## src/rtl/wb_stage.sv

```systemverilog
// Write-back stage: load formatting, rd result select, register-file write port,
// retired-instruction counter and halt detection (ECALL/EBREAK/misaligned load).

package core;
  localparam logic [6:0] OPC_LOAD     = 7'b0000011;
  localparam logic [6:0] OPC_STORE    = 7'b0100011;
  localparam logic [6:0] OPC_BRANCH   = 7'b1100011;
  localparam logic [6:0] OPC_JAL      = 7'b1101111;
  localparam logic [6:0] OPC_JALR     = 7'b1100111;
  localparam logic [6:0] OPC_LUI      = 7'b0110111;
  localparam logic [6:0] OPC_AUIPC    = 7'b0010111;
  localparam logic [6:0] OPC_OP       = 7'b0110011;
  localparam logic [6:0] OPC_OP_IMM   = 7'b0010011;
  localparam logic [6:0] OPC_MISC_MEM = 7'b0001111;
  localparam logic [6:0] OPC_SYSTEM   = 7'b1110011;

  typedef struct packed {
    logic [6:0]  opcode;
    logic [4:0]  rd;
    logic [2:0]  funct3;
    logic [31:0] imm;
  } de_inst_t;

  typedef struct packed {
    logic        valid;
    logic [31:0] pc;
    de_inst_t    de_inst;
    logic [31:0] ex_result;
    logic [31:0] ex_addr;
    logic [31:0] mem_result;
  } mem_asm_t;
endpackage

module wb_stage #(
  parameter int unsigned CNT_W          = 64,
  parameter bit          HALT_ON_SYSTEM = 1'b1,
  parameter bit          CHECK_ALIGN    = 1'b1
) (
  input  logic             clk,
  input  logic             rst,
  input  logic             en,
  input  core::mem_asm_t   mem_asm,
  output logic             rdy,
  output logic             rf_wr_en,
  output logic [4:0]       rf_wr_addr,
  output logic [31:0]      rf_wr_data,
  output logic [CNT_W-1:0] instret,
  output logic             halt,
  output logic [1:0]       halt_cause,
  output logic [31:0]      halt_pc
);
  import core::*;

  typedef enum logic {ST_RUN, ST_HALT} state_t;

  state_t      state, state_next;
  logic        acc;
  logic [1:0]  a;
  logic [7:0]  byte_sel;
  logic [15:0] half_sel;
  logic [31:0] load_data;
  logic [31:0] result;
  logic        writes_rd;
  logic        misaligned;
  logic        sys_halt;
  logic [1:0]  cause;
  logic        unused_bits;

  assign unused_bits = ^{mem_asm.de_inst.imm[31:1], mem_asm.ex_addr[31:2]};

  assign rdy = en && (state == ST_RUN);
  assign acc = rdy && mem_asm.valid;
  assign a   = mem_asm.ex_addr[1:0];

  // Decode: load formatting, result select, halting events, next state
  always_comb begin
    byte_sel   = '0;
    half_sel   = '0;
    load_data  = '0;
    result     = '0;
    writes_rd  = 1'b0;
    misaligned = 1'b0;
    sys_halt   = 1'b0;
    cause      = '0;
    state_next = state;

    case (a)
      2'd0:    byte_sel = mem_asm.mem_result[7:0];
      2'd1:    byte_sel = mem_asm.mem_result[15:8];
      2'd2:    byte_sel = mem_asm.mem_result[23:16];
      default: byte_sel = mem_asm.mem_result[31:24];
    endcase
    half_sel = a[1] ? mem_asm.mem_result[31:16] : mem_asm.mem_result[15:0];

    // reserved funct3 encodings fall into the word case, including its alignment rule
    case (mem_asm.de_inst.funct3)
      3'b000: load_data = {{24{byte_sel[7]}}, byte_sel};
      3'b100: load_data = {24'b0, byte_sel};
      3'b001: load_data = {{16{half_sel[15]}}, half_sel};
      3'b101: load_data = {16'b0, half_sel};
      default: load_data = mem_asm.mem_result;
    endcase

    case (mem_asm.de_inst.opcode)
      OPC_LOAD: begin
        result    = load_data;
        writes_rd = 1'b1;
        if (CHECK_ALIGN) begin
          case (mem_asm.de_inst.funct3)
            3'b000, 3'b100: misaligned = 1'b0;
            3'b001, 3'b101: misaligned = a[0];
            default:        misaligned = (a != 2'b00);
          endcase
        end
      end
      OPC_JAL, OPC_JALR: begin
        result    = mem_asm.pc + 32'd4;
        writes_rd = 1'b1;
      end
      OPC_LUI, OPC_AUIPC, OPC_OP, OPC_OP_IMM: begin
        result    = mem_asm.ex_result;
        writes_rd = 1'b1;
      end
      OPC_SYSTEM: begin
        sys_halt = HALT_ON_SYSTEM && (mem_asm.de_inst.funct3 == 3'b000);
      end
      default: ;
    endcase

    if (misaligned)
      cause = 2'd3;
    else if (sys_halt)
      cause = mem_asm.de_inst.imm[0] ? 2'd2 : 2'd1;

    if (acc && (misaligned || sys_halt))
      state_next = ST_HALT;
  end

  // State register; HALT is left only through reset
  always_ff @(posedge clk or posedge rst) begin
    if (rst)
      state <= ST_RUN;
    else
      state <= state_next;
  end

  // Registered write port, retire counter and halt report
  always_ff @(posedge clk or posedge rst) begin
    if (rst) begin
      rf_wr_en   <= 1'b0;
      rf_wr_addr <= '0;
      rf_wr_data <= '0;
      instret    <= '0;
      halt       <= 1'b0;
      halt_cause <= '0;
      halt_pc    <= '0;
    end else begin
      rf_wr_en <= 1'b0;
      if (acc) begin
        if (!misaligned)
          instret <= instret + CNT_W'(1);
        if (writes_rd && !misaligned && (mem_asm.de_inst.rd != 5'd0)) begin
          rf_wr_en   <= 1'b1;
          rf_wr_addr <= mem_asm.de_inst.rd;
          rf_wr_data <= result;
        end
        if (misaligned || sys_halt) begin
          halt       <= 1'b1;
          halt_cause <= cause;
          halt_pc    <= mem_asm.pc;
        end
      end
    end
  end
endmodule

```

## config.mk

```make
export PLATFORM = sky130hd
export DESIGN_NAME = wb_stage
export DESIGN_NICKNAME = d
export VERILOG_FILES = /design/src/rtl/wb_stage.sv
export SDC_FILE = /design/constraint.sdc
export NUM_CORES = 1
export LEC_CHECK = 0
export BUFFER_PORTS_ARGS = -buffer_cell sky130_fd_sc_hd__buf_2
export CORE_ASPECT_RATIO = 2
export CORE_MARGIN = 3
export CORE_UTILIZATION = 48
export DETAILED_ROUTE_END_ITERATION = 7
export GPL_TIMING_DRIVEN = 0
export PLACE_DENSITY = 0.81
export SLEW_MARGIN = 20
export SYNTH_ARGS = -nofsm -noshare
export SYNTH_HDL_FRONTEND = slang
export SYNTH_SLANG_ARGS = --single-unit
```

## constraint.sdc

```tcl
create_clock -name clk -period 4.35 [get_ports clk]
set_input_delay 0.2175 -clock clk [delete_from_list [all_inputs] [get_ports clk]]
set_output_delay 0.2175 -clock clk [all_outputs]
set_load 0.05 [all_outputs]
```

==> results.tsv <==
metric	value	unit
outcome	complete, no violations	
clkTransAtPathRegs	60	ps
grt_pass1_wl	39.8	mm
max_freq	0.343	GHz
p_leak	4.65	nW
peakVddDrop	0.337	mV
crit_required	4650	ps
wl	26.0	mm
syn_nets	933	
skew	10.6	ps
crit_type	register to register	
final_layout_size_suffix_gt1_frac	0.329	
cts_tree	yes	
p_sw_frac	0.359	
cts_sinks	137	
tightest_slew	1030	ps
utilization	0.637	
cp_data_arrival_time	3210	ps
drc_errors	0	
diodes	0	
synth-edff-count	0	
cts_root_buffer	clkbuf_16	
grt_max_degree	91	
vias	7130	
grt_pass1_vias	7496	
register_area	0.00343	sq mm
drv_slew	0	
core_area	0.0148	sq mm
gp_congestion	1.00	
power	0.00396	W
dpl.cell_count	1201	
first_pass_iters	6	
final_nets	1208	
setup_viol	0	
powerDensity	420	mW/mm^2
synthCells	752	
grt_usage	0.311	
syn_area_per_cell	9.66	sq um
yosys_most_used_dff	dfrtp_1	
dieArea	0.0167	sq mm
hold_ws	46.5	ps
dp_slack	1400	ps
finalCriticalPeriod	2920	ps
holdCritPathClass	primary input to register	
multi_input_area	0.00359	sq mm
drt_iter0_drc	408	
ant_nets	0	
finalCritPeriodShare	0.670	
relSlewSlack	0.315	
synth.cell_area	0.00727	sq mm
fin_ws	1430	ps
htreeDepth	4	
pwr-share-clk	0.368	
finalHoldViolCount	0	
rsz0062_at_grt	no	
seq_area_frac_synth	0.472	
vias_per_cell	5.77	
drt-wirelength-per-cell	21.0	um
antenna_found_initial	0	
dpl.hpwl	20.2	mm
synth.distinct_cells	49	
synthArstFlopShare	1.00	
internal-power	0.00254	W
clock_latency	430	ps
cp-end-kind	register	
crit_fanout	10	
switchingPower	0.00142	W
pwr-share-seq	0.379	
dieWidth	93.0	um
ctsLongestPathBuffers	2	
combinationalPowerShare	0.253	
fill_cells	1277	
start_util	0.490	
overflow	0	
rows	63	
die_y	180	um
cts_buffers	17	
start_kind	register	
final_cells	1235	
ys_seq_elements	137	
numPortBuffers	253	
area_delta_synth_final	29.8	%
ios	317	
ys_warn_count	0	
drv_cap	0	
post_cts.repair.setup_buffers	0	
repair_timing:
action | CTS | global route
gates resized for setup | 0 | 0
hold endpoints to repair | 48 | 0
setup endpoints to repair | 0 | 0
hold buffers | 2 | 0
power by group through the flow:
stage	combinational, W	sequential [W]	clock, W
final	0.00100	0.00150	0.00146
after global placement	0.000976	0.00151	0
after detailed placement	0.000992	0.00152	0
after floorplan	0.000232	0.00197	0
after CTS	0.000998	0.00150	0.00148
after global routing	0.00105	0.00151	0.00153
cells in the final DEF, fill, tap and decap left out, types with 2 or more instances in the layout:
cell           netlist  routed
buf_2                3     256
dfrtp_1            137     137
nand2_1             91      91
nor2_1              67      67
xnor2_1             57      57
mux2_2              43      43
clkbuf_1            33      33
nand3_1             33      33
xor2_1              33      33
o21ai_0             29      29
nand4_1             29      29
inv_1               27      26
nor3_1              18      17
a221oi_1            17      17
clkbuf_16            0      17
a41oi_1             15      15
a21oi_1             14      14
a31oi_1             14      14
and3_1              12      12
a22oi_1             10      10
and4_1               8       8
o22ai_1              8       8
o221ai_1             7       7
nor4_1               5       5
nand2b_1             5       5
and2_1               4       4
clkinv_4             0       4
and3b_1              3       3
or2_2                3       3
or4_1                3       3
clkinvlp_4           0       3
nor2b_1              2       2
o21a_1               2       2
ha_1                 2       2
inv_6                0       2
bufinv_16            0       2
clkbuf_8             0       2
clkinv_2             0       2
dlygate4sd3_1        0       2
synthesized netlist by cell type (all sizes together) (3+ instances only):
cell type  number  area (sq um)
dfrtp         137          3430
nand2          91           342
nor2           68           258
xnor2          57           499
mux2           43           484
clkbuf         33           124
nand3          33           165
xor2           33           289
o21ai          30           150
nand4          29           181
inv            27           101
nor3           18          90.1
a221oi         17           149
a21oi          15          86.3
a41oi          15           131
a31oi          14          87.6
and3           12          75.1
a22oi          10          75.1
and4            8          70.1
o22ai           8          50.1
o221ai          7          61.3
and2            5          31.3
buf             5          30.0
nand2b          5          31.3
nor4            5          31.3
or4             4          33.8
and3b           3          26.3
or2             3          18.8
metrics by stage:
step                TNS (ps)  area [sq um]
global placement     -151570          8780
floorplan                  0          7270
CTS                        0          9430
finish                     0          9430
global route               0          9430
detailed placement         0          8820
final timing paths:
| path | cells past startpoint | to | from | slack [ps] |
|---|---|---|---|---|
| setup / recovery | 8 | instret[55]$_DFFE_PP0P_ | instret[10]$_DFFE_PP0P_ | 1430 |
| hold / removal | 2 | halt_pc[0]$_DFFE_PP0P_ | mem_asm[143] | 50 |
| setup reg to reg | 8 | instret[55]$_DFFE_PP0P_ | instret[10]$_DFFE_PP0P_ | 1430 |
| hold reg to reg | 2 | halt_pc[2]$_DFFE_PP0P_ | halt_pc[2]$_DFFE_PP0P_ | 470 |
| max in group asynchronous | 4 | rf_wr_data[13]$_DFFE_PP0P_ | rst | 3230 |
| min in group asynchronous | 3 | instret[44]$_DFFE_PP0P_ | rst | 330 |
sequential cells by signal, summed over array words and instances, names as in the netlist:
signal      cells
instret        64
halt_pc        32
rf_wr_data     32
rf_wr_addr      5
halt_cause      2
rf_wr_en        1
state           1
metal layers:
metal / share of wire / global-route usage
met1: 0.31 / 0.294
met2: 0.53 / 0.571
met3: 0.075 / 0.0611
met4: 0.080 / 0.230
met5: 0 / 0
critical path: stages, from the launching register on:
cell and delay (ps):
dfrtp_1 420, nand2_1 110, or2_2 360, nor4_1 860, and2_0 220, clkbuf_1 250, buf_2 290, nand3_1 120
xnor2_1 160
area by class of cell:
cell class / instances / share of cell area
multi-input cells: 550 / 0.380
flip-flops and latches: 137 / 0.363
repair buffers: 256 / 0.139
clock buffers: 19 / 0.0480
well taps: 195 / 0.0259
plain buffers: 38 / 0.0163
clock inverters: 13 / 0.0154
inverters: 27 / 0.0115
cell families after synthesis:
| family | count (synthesis) | synth area share |
|---|---|---|
| multiplexers | 44 | 0.0680 |
| AND/OR/NAND/NOR | 290 | 0.193 |
| AO/OA/AOI/OAI | 124 | 0.121 |
| XOR/XNOR | 90 | 0.108 |
| flip-flops | 137 | 0.472 |
| adder cells (fa/ha/maj) | 2 | 0.00344 |
| buffers and inverters | 65 | 0.0351 |
Note: power is estimated with default switching activity, not from simulation.
